[config.mk]
export PLATFORM = sky130hd
export DESIGN_NAME = zeroskip_tile_ctrl
export DESIGN_NICKNAME = d
export VERILOG_FILES = /design/src/rtl/zeroskip_tile_ctrl.sv
export SDC_FILE = /design/constraint.sdc
export NUM_CORES = 1
export LEC_CHECK = 0
export CAP_MARGIN = 20
export CELL_PAD_IN_SITES_DETAIL_PLACEMENT = 2
export CELL_PAD_IN_SITES_GLOBAL_PLACEMENT = 2
export CORE_AREA = 2 2 240 242
export CTS_BUF_LIST = sky130_fd_sc_hd__clkbuf_4
export CTS_CLUSTER_DIAMETER = 80
export DETAILED_ROUTE_END_ITERATION = 6
export DIE_AREA = 0 0 242 244
export GPL_TIMING_DRIVEN = 1
export PLACE_DENSITY = 0.84
export SETUP_SLACK_MARGIN = 0.2
export SKIP_LAST_GASP = 1
export SLEW_MARGIN = 20
export SYNTH_ARGS = -nofsm -noshare
export SYNTH_HDL_FRONTEND = slang
export SYNTH_SLANG_ARGS = --single-unit
[constraint.sdc]
create_clock -name clk -period 3 [get_ports clk]
set_input_delay 0.6 -clock clk [delete_from_list [all_inputs] [get_ports clk]]
set_output_delay 0.6 -clock clk [all_outputs]
set_load 0.05 [all_outputs]
[src/rtl/zeroskip_tile_ctrl.sv]
// zeroskip_tile_ctrl: tile-level sequencer for one zeroskip row engine.
// Latches the sparsity mode for a tile and gates the ZNZ/ACT sources into the engine.
// Injects an all-zero pad group in 8:32 mode when the group count is odd.
// Counts encoded output beats, flags the last one and pulses done at tile end.
//
// Handshakes: a transfer happens in a cycle where valid and ready are both high.
// A valid never depends on the ready it is paired with.
module zeroskip_tile_ctrl #(
    parameter int DIN_W  = 32,
    parameter int DATA_W = 8,
    parameter int CNT_W  = 16
) (
    input  logic                     clk,
    input  logic                     rst_n,
    input  logic                     cfg_start_i,
    input  logic [CNT_W-1:0]         cfg_num_groups_i,
    input  logic                     cfg_mode_i,
    output logic                     cfg_rdy_o,
    output logic                     busy_o,
    output logic                     done_o,
    input  logic [DIN_W-1:0]         znz_src_din_i,
    input  logic                     znz_src_vld_i,
    output logic                     znz_src_rdy_o,
    input  logic [DIN_W*DATA_W-1:0]  act_src_din_i,
    input  logic                     act_src_vld_i,
    output logic                     act_src_rdy_o,
    output logic                     group_nz_sel_o,
    output logic [DIN_W-1:0]         znz_din_o,
    output logic [DIN_W*DATA_W-1:0]  act_din_o,
    output logic                     eng_in_vld_o,
    input  logic                     eng_in_rdy_i,
    input  logic                     eng_enc_vld_i,
    output logic                     eng_enc_rdy_o,
    output logic                     enc_vld_o,
    input  logic                     enc_rdy_i,
    output logic                     enc_last_o,
    output logic [2:0]               dbg_state_o
);

    typedef enum logic [2:0] {
        S_IDLE  = 3'd0,
        S_RUN   = 3'd1,
        S_PAD   = 3'd2,
        S_DRAIN = 3'd3,
        S_DONE  = 3'd4
    } state_t;

    state_t             r_state;
    state_t             w_state_nxt;
    logic [CNT_W-1:0]   r_n;
    logic [CNT_W-1:0]   r_e;
    logic [CNT_W-1:0]   r_in_cnt;
    logic [CNT_W-1:0]   r_out_cnt;
    logic               r_mode;

    logic               w_start;
    logic [CNT_W:0]     w_e_wide;
    logic               w_src_fire;
    logic               w_last_in;
    logic               w_pad_need;
    logic               w_out_act;
    logic               w_out_fire;
    logic               w_out_done;

    assign w_start    = (r_state == S_IDLE) && cfg_start_i;
    // 8:32 pairs two input groups per output beat, so round the count up.
    // One extra bit keeps N = 2^CNT_W-1 from overflowing before the shift.
    assign w_e_wide   = cfg_mode_i ? {1'b0, cfg_num_groups_i}
                                   : (({1'b0, cfg_num_groups_i} + (CNT_W+1)'(1)) >> 1);
    assign w_src_fire = (r_state == S_RUN) && znz_src_vld_i && act_src_vld_i && eng_in_rdy_i;
    assign w_last_in  = w_src_fire && ((r_in_cnt + CNT_W'(1)) == r_n);
    assign w_pad_need = ~r_mode & r_n[0];
    assign w_out_act  = ((r_state == S_RUN) || (r_state == S_PAD) || (r_state == S_DRAIN))
                        && (r_out_cnt != r_e);
    assign w_out_fire = w_out_act && eng_enc_vld_i && enc_rdy_i;
    // True when all E beats are out, counting a final beat firing this cycle.
    assign w_out_done = (r_out_cnt == r_e)
                        || (w_out_fire && ((r_out_cnt + CNT_W'(1)) == r_e));

    // State register.
    always_ff @(posedge clk or negedge rst_n) begin
        if (!rst_n) begin
            r_state <= S_IDLE;
        end else begin
            r_state <= w_state_nxt;
        end
    end

    // Tile configuration and group/beat counters.
    always_ff @(posedge clk or negedge rst_n) begin
        if (!rst_n) begin
            r_n       <= '0;
            r_e       <= '0;
            r_in_cnt  <= '0;
            r_out_cnt <= '0;
            r_mode    <= 1'b0;
        end else if (w_start) begin
            r_in_cnt  <= '0;
            r_out_cnt <= '0;
            if (cfg_num_groups_i != '0) begin
                r_n    <= cfg_num_groups_i;
                r_e    <= w_e_wide[CNT_W-1:0];
                r_mode <= cfg_mode_i;
            end
        end else begin
            if (w_src_fire) begin
                r_in_cnt <= r_in_cnt + CNT_W'(1);
            end
            if (w_out_fire) begin
                r_out_cnt <= r_out_cnt + CNT_W'(1);
            end
        end
    end

    // Next-state decode.
    always_comb begin
        w_state_nxt = r_state;
        unique case (r_state)
            S_IDLE: begin
                if (cfg_start_i) begin
                    w_state_nxt = (cfg_num_groups_i != '0) ? S_RUN : S_DONE;
                end
            end
            S_RUN: begin
                if (w_last_in) begin
                    if (w_pad_need)      w_state_nxt = S_PAD;
                    else if (w_out_done) w_state_nxt = S_DONE;
                    else                 w_state_nxt = S_DRAIN;
                end
            end
            S_PAD: begin
                if (eng_in_rdy_i) begin
                    w_state_nxt = w_out_done ? S_DONE : S_DRAIN;
                end
            end
            S_DRAIN: begin
                if (w_out_done) w_state_nxt = S_DONE;
            end
            S_DONE:  w_state_nxt = S_IDLE;
            default: w_state_nxt = S_IDLE;
        endcase
    end

    // Engine input gating, pad injection and encoded-output gating.
    always_comb begin
        cfg_rdy_o     = (r_state == S_IDLE);
        busy_o        = (r_state != S_IDLE);
        done_o        = (r_state == S_DONE);
        znz_src_rdy_o = 1'b0;
        act_src_rdy_o = 1'b0;
        eng_in_vld_o  = 1'b0;
        znz_din_o     = '0;
        act_din_o     = '0;
        if (r_state == S_RUN) begin
            znz_din_o     = znz_src_din_i;
            act_din_o     = act_src_din_i;
            eng_in_vld_o  = znz_src_vld_i & act_src_vld_i;
            znz_src_rdy_o = w_src_fire;
            act_src_rdy_o = w_src_fire;
        end else if (r_state == S_PAD) begin
            eng_in_vld_o  = 1'b1;
        end
        enc_vld_o     = w_out_act & eng_enc_vld_i;
        eng_enc_rdy_o = w_out_act & enc_rdy_i;
        enc_last_o    = w_out_act & eng_enc_vld_i & (r_out_cnt == (r_e - CNT_W'(1)));
    end

    assign group_nz_sel_o = r_mode;
    assign dbg_state_o    = r_state;

endmodule

==> flow_summary_export.csv, run 1 <==
group,metric,value,unit
timing,fin_worst_skew,0.0400,ns
power_and_ir_drop,power,27.4,mW
min_path,min_path_type,"in -> async",
routing,final_antenna_net_count,0,
floorplan,core_region_area,56200,um^2
routing,drt_first_pass_iters,5,
critical_path,setup.worst_path.start_class,"register",
floorplan,die_h,244,um
timing,finalCritPeriodShare,1.24,
layout,fin_nets,1939,
synth,synthArstFlopShare,1.00,
placed_design,gp_congestion,0.925,
layout,postLayoutCellArea,18500,um^2
synth,synth.lib_cells_used.distinct,62,
status,outcome,"finished with violations",
layout,layout_common_cells,"315 x clkdlybuf4s50_1, 297 x buf_12, 279 x and3_1",
clock_network,cts-root-to-sink-buffers,2,
critical_path,cp.arrival,3.11,ns
synth,synth_edf_count,0,
timing,final_max_slew_violation_count,0,
global_route,grt_pass1_vias,11500,
global_route,grt_first_pass_wirelength,97.0,mm
synth,synthesis.area_per_instance,7.14,um^2
synth,yosysWarningCount,0,
clock_network,cts.sinks,68,
placed_design,numPlacedInstances,2334,
routing,drc,0,
power_and_ir_drop,power-per-cell-area,1480,nW/um^2
timing,max_clock_freq,0.270,GHz
floorplan,chipWidth,242,um
timing,grt_setup_unrepaired,"true",
synth,syn_area,6950,um^2
placed_design,dpl_worst_slack,-0.196,ns
synth,yosys_register_bits,68,
critical_path,worstReg2RegStart,"r_in_cnt[0]",
timing,fin_ws,-0.709,ns
routing,average_routed_wire_per_standard_cell,31.6,um
critical_path,endpoint_kind,"output port",
power_and_ir_drop,vdd_ir_drop_max,0.800,mV
routing,routed-via-count,11000,
timing,max_slew.worst_pin.slew,0.996,ns
routing,routed_wirelength,75.7,mm
timing,report.final.hold_viol_count,0,
timing,setup_tns,-1.19,ns
clock_network,clk_transition_reported_paths,0.17,ns
clock_network,clk_root_buffer_cell,"clkbuf_4",
clock_network,cts_max_level,3,
layout,synthesis_to_layout_area_growth,166,%
floorplan,starting_density,0.124,
power_and_ir_drop,total_leakage_power,8.29,nW
global_route,global_route.usage.total,0.233,
clock_network,tritoncts,"built",
layout,proportion_of_layout_cells_with_a_drive_suffix_above_1,0.320,
critical_path,worstSetupPathType,"reg -> out",
timing,minimum_period_implied_by_the_final_worst_setup_slack,3.71,ns
timing,max_slew_margin,0.334,
routing,routed_via_density,4.61,
synth,synth.net_count,1292,
status,failed_checks,"negative setup slack",
clock_network,insertion_delay,0.53,ns
synth,post_synthesis_cells,974,
global_route,global_route.overflow_total,0,
clock_network,cts_hold_buffers,0,
timing,timing.final.setup_violations,5,
job,maxCapViolations,0,
clock_network,cts_inserted_buffers,9,
placed_design,placed_area,17400,um^2
floorplan,core.rowCount,87,
placed_design,dpl.hpwl,59.6,mm
floorplan,io_pins,614,
synth,ys.flop_type,"dfrtp_1",
floorplan,die_area,59000,um^2
placed_design,place.port_buffers,613,
critical_path,worstPathMaxFanout,3,
global_route,pin_count_of_the_biggest_net_entering_global_routing,69,
routing,drtIter0Drc,686,
layout,final_common_cell,"clkdlybuf4s50_1",
synth,sequential_element_share_of_the_synthesized_area,0.245,
critical_path,crit_path_start,"r_e[0]",
critical_path,worst-endpoint-required,2.40,ns
layout,stdcell_count,2395,
global_route,grt_antenna_before_repair,56,
==> power breakdown <==
part	switching [mW]	internal, mW	total, mW
clock network	0.458	0.256	0.714
logic	14.2	10.9	25.1
registers	0.368	1.17	1.54
==> cells by family after synthesis <==
family	Yosys count	synth area share
AND/OR/NAND/NOR	579	0.462
AO/OA/AOI/OAI	133	0.123
buffers and inverters	116	0.0653
flip-flops	68	0.245
XOR/XNOR	66	0.0842
multiplexers	7	0.0108
adder cells (fa/ha/maj)	5	0.00900
==> stage by stage <==
stage,util,hold WS (ns)
2_1_floorplan,-,0.304
3_3_place_gp,0.309,0.492
3_5_place_dp,0.309,0.493
4_1_cts,0.322,0.333
5_1_grt,0.328,0.360
6_report,0.329,0.294
==> state kept, by name (all words and copies together), names as in the netlist <==
name,cells
r_n,16
r_out_cnt,16
group_nz_sel_o,1
r_in_cnt,16
dbg_state_o,3
r_e,16
==> cell usage after synthesis, types with 5 or more instances <==
master | number | area (um^2)
xor2_1 | 29 | 254
nand4_1 | 13 | 81.3
nor3_1 | 16 | 80.1
and4_1 | 7 | 61.3
nand2b_1 | 6 | 37.5
xnor2_1 | 36 | 315
inv_1 | 16 | 60.1
o31ai_1 | 9 | 67.6
nor2b_1 | 13 | 81.3
nand2_1 | 113 | 424
buf_2 | 12 | 60.1
o22ai_1 | 9 | 56.3
o21a_1 | 5 | 37.5
ha_1 | 5 | 62.6
o21ai_0 | 53 | 265
nor2_1 | 50 | 188
clkbuf_1 | 85 | 319
nand3_1 | 26 | 130
nor4_1 | 13 | 81.3
and3_1 | 297 | 1860
dfrtp_1 | 68 | 1700
a21oi_1 | 23 | 115
==> timing repair <==
| item | in CTS | in global routing |
|---|---|---|
| cloned | 6 | 2 |
| gates resized for setup | 65 | 53 |
| endpoints found under the setup margin | 256 | 137 |
| pin swaps | 17 | 19 |
| setup buffers | 10 | 14 |
==> critical path, cell delays in order (launching register included) <==
cell and delay [ns]:
dfrtp_1 0.49, inv_2 0.14, ha_4 0.16, nor2b_4 0.18
buf_6 0.12, buf_4 0.10, nand3b_1 0.08, xnor2_1 0.23
nand4_1 0.15, nor4_2 0.38, o2111ai_2 0.22, nor2b_4 0.18
buf_12 0.14
==> metal layers <==
| metal | global-route usage | part of all wire |
|---|---|---|
| met5 | 0 | 0.0043 |
| met4 | 0.0630 | 0.035 |
| met1 | 0.272 | 0.39 |
| met3 | 0.130 | 0.12 |
| met2 | 0.367 | 0.45 |
==> cell type report <==
type / instances / area [um^2]
clock buffer: 9 / 67.6
multi-input combinational: 790 / 5180
inverter: 16 / 72.6
fill: 6126 / 37700
antenna: 13 / 32.5
tap: 756 / 946
sequential: 68 / 1710
timing repair buffer: 736 / 10400
clock inverter: 7 / 75.1
==> path summary, 6_finish.rpt <==
kind	to	slack, ns	cells after the start
max	enc_last_o	-0.71	12
min	r_e[11]	0.29	2
max reg2reg	dbg_state_o[0]	-0.07	10
min reg2reg	r_in_cnt[15]	0.54	1
max in group asynchronous	r_out_cnt[3]	2.01	2
min in group clk	r_in_cnt[15]	0.54	1
Power figures use the tool's default switching activity.
==> run 2, diff against run 1 <==
--- a/config.mk
+++ b/config.mk
@@ -6,15 +6,13 @@
 export NUM_CORES = 1
 export LEC_CHECK = 0
 export CAP_MARGIN = 20
-export CELL_PAD_IN_SITES_DETAIL_PLACEMENT = 2
-export CELL_PAD_IN_SITES_GLOBAL_PLACEMENT = 2
-export CORE_AREA = 2 2 240 242
+export CORE_AREA = 2 2 241 243
 export CTS_BUF_LIST = sky130_fd_sc_hd__clkbuf_4
 export CTS_CLUSTER_DIAMETER = 80
 export DETAILED_ROUTE_END_ITERATION = 6
-export DIE_AREA = 0 0 242 244
+export DIE_AREA = 0 0 243 245
 export GPL_TIMING_DRIVEN = 1
-export PLACE_DENSITY = 0.84
+export PLACE_DENSITY = 0.52
 export SETUP_SLACK_MARGIN = 0.2
 export SKIP_LAST_GASP = 1
 export SLEW_MARGIN = 20
==> run 2 against run 1 <==
The flow still finishes with violations (negative setup slack). Wire length shrank 13%. Clock-buffer cell count is the same. Cell count shrank 1.0%. Critical path depth shrank 3. Die area grew 0.82%. Setup slack gained 0.30 ns. Clock power shrank 4.9%. Register-to-register slack gained 0.32 ns. Non-clock buffer count shrank 24. Clock skew shrank 0.015 ns. Flip-flop and latch count is the same. Critical endpoint unchanged.
==> flow_summary_export.csv, run 2 (same netlist as run 1, synthesis figures left out) <==
group,metric,value,unit
status,outcome,"finished with violations",
status,failed_checks,"negative setup slack",
timing,fin_ws,-0.407,ns
floorplan,chipWidth,243,um
layout,stdcell_count,2371,
floorplan,core_region_area,57000,um^2
layout,final_common_cell,"clkdlybuf4s50_1",
timing,fin_worst_skew,0.0250,ns
routing,average_routed_wire_per_standard_cell,27.9,um
clock_network,cts.sinks,68,
global_route,grt_pass1_vias,10100,
routing,routed-via-count,10500,
routing,routed_via_density,4.42,
layout,area.sequential,1710,um^2
floorplan,io_pins,614,
timing,max_slew.worst_pin.slew,0.537,ns
floorplan,die_h,245,um
clock_network,cts_max_level,3,
floorplan,die_area,59500,um^2
placed_design,place.port_buffers,613,
layout,proportion_of_layout_cells_with_a_drive_suffix_above_1,0.328,
clock_network,insertion_delay,0.47,ns
min_path,min_path_type,"in -> async",
timing,grt_setup_unrepaired,"true",
timing,timing.final.setup_violations,2,
global_route,grt_first_pass_wirelength,85.5,mm
clock_network,clk_root_buffer_cell,"clkbuf_4",
clock_network,clk_transition_reported_paths,0.15,ns
job,maxCapViolations,0,
floorplan,core.rowCount,88,
critical_path,setup.worst_path.start_class,"register",
clock_network,cts_inserted_buffers,9,
routing,drc,0,
global_route,grt_antenna_before_repair,19,
layout,layout_common_cells,"315 x clkdlybuf4s50_1, 296 x buf_12, 244 x and3_1",
placed_design,numPlacedInstances,2332,
critical_path,worstPathMaxFanout,3,
critical_path,crit_path_cell_trace,"or4_4, nand2b_4, or3_4, xor2_1, nor2_1, a211oi_1, o2111ai_1, nor2b_4, buf_12",
layout,area_of_combinational_cells_with_multiple_inputs,5170,um^2
timing,max_slew_margin,0.642,
placed_design,dpl_worst_slack,-0.0771,ns
routing,routed_wirelength,66.1,mm
critical_path,cpPeakStageDelay,0.53,ns
timing,minimum_period_implied_by_the_final_worst_setup_slack,3.41,ns
power_and_ir_drop,total_leakage_power,8.10,nW
placed_design,dpl.hpwl,55.7,mm
placed_design,gp_congestion,0.905,
timing,finalCritPeriodShare,1.14,
power_and_ir_drop,power-per-cell-area,1500,nW/um^2
layout,fill_cells,5873,
timing,report.final.hold_viol_count,0,
critical_path,timing.reg2reg.setup_slack,0.25,ns
critical_path,worst-endpoint-required,2.40,ns
global_route,global_route.usage.total,0.208,
clock_network,tritoncts,"built",
critical_path,cp.arrival,2.81,ns
power_and_ir_drop,power,27.2,mW
critical_path,worstSetupPathType,"reg -> out",
critical_path,endpoint_kind,"output port",
timing,setup_tns,-0.414,ns
power_and_ir_drop,vdd_ir_drop_max,0.679,mV
global_route,global_route.overflow_total,0,
layout,synthesis_to_layout_area_growth,162,%
timing,max_clock_freq,0.294,GHz
floorplan,starting_density,0.122,
routing,drt_first_pass_iters,5,
clock_network,cts_hold_buffers,0,
timing,fin_hold_ws,0.115,ns
timing,final_max_slew_violation_count,0,
routing,drtIter0Drc,815,
routing,final_antenna_net_count,0,
critical_path,critPathSlowestCell,"or4_4",
global_route,pin_count_of_the_biggest_net_entering_global_routing,94,
clock_network,cts-root-to-sink-buffers,2,
layout,fin_nets,1915,
## run 2: cell types whose count changed in the layout (fill, tap and decap cells not counted), moves of 3 or more
cell | previous run | this run
and3_1 | 279 | 244
xor2_2 | 6 | 3
buf_6 | 16 | 8
and3_2 | 10 | 47
buf_4 | 89 | 76
diode_2 | 13 | 4
## run 2: final cells by class
cell class,count,area share
diodes,4,0.000550
multi-input cells,790,0.284
repair buffers,712,0.557
clock inverters,7,0.00419
flip-flops and latches,68,0.0942
clock buffers,9,0.00371
inverters,16,0.00371
well taps,765,0.0526
## run 2: metal layers
layer | vias to the layer above | part of all wire | global-route usage
met1 | 4998 | 0.44 | 0.287
li1 | 4724 | - | -
met2 | 669 | 0.40 | 0.286
met3 | 82 | 0.13 | 0.101
met4 | 18 | 0.026 | 0.0500
met5 | - | 0.0017 | 0
## run 2: power breakdown
part | switching [mW] | internal, mW
clock | 0.422 | 0.258
sequential | 0.312 | 1.17
combinational | 14.3 | 10.8
total | 15.0 | 12.2
## run 2: worst max-delay path: cells and delay by family (launching register included)
family                    cells  cell delay (ns)
DFF                           1             0.40
AOI/OAI and AO/OA             2             0.40
xor gates and xnor gates      1             0.15
and+or+nand+nor               5             1.25
buffers and inverters         1             0.14
## run 2: final timing paths
| kind | start | endpoint | cells after the start |
|---|---|---|---|
| setup reg to reg | r_e[6] | dbg_state_o[1] | 11 |
| min in group clk | r_n[11] | r_n[11] | 2 |
| setup / recovery | r_e[7] | enc_last_o | 9 |
| hold reg to reg | r_n[11] | r_n[11] | 2 |
| hold / removal | rst_n | r_e[14] | 2 |
| max in group asynchronous | rst_n | r_out_cnt[1] | 2 |
## run 2: metrics by stage
step / util / cell area (um^2)
after global routing: 0.319 / 18200
after floorplan: - / 6970
after CTS: 0.313 / 17900
final: 0.319 / 18200
after global placement: 0.303 / 17300
after detailed placement: 0.303 / 17300
## run 2: repair_timing
item | in CTS | in global routing
resized for setup | 77 | 57
buffers inserted | 5 | 6
setup endpoints to repair | 287 | 116
pin swaps | 9 | 13
cloned | 5 | 3
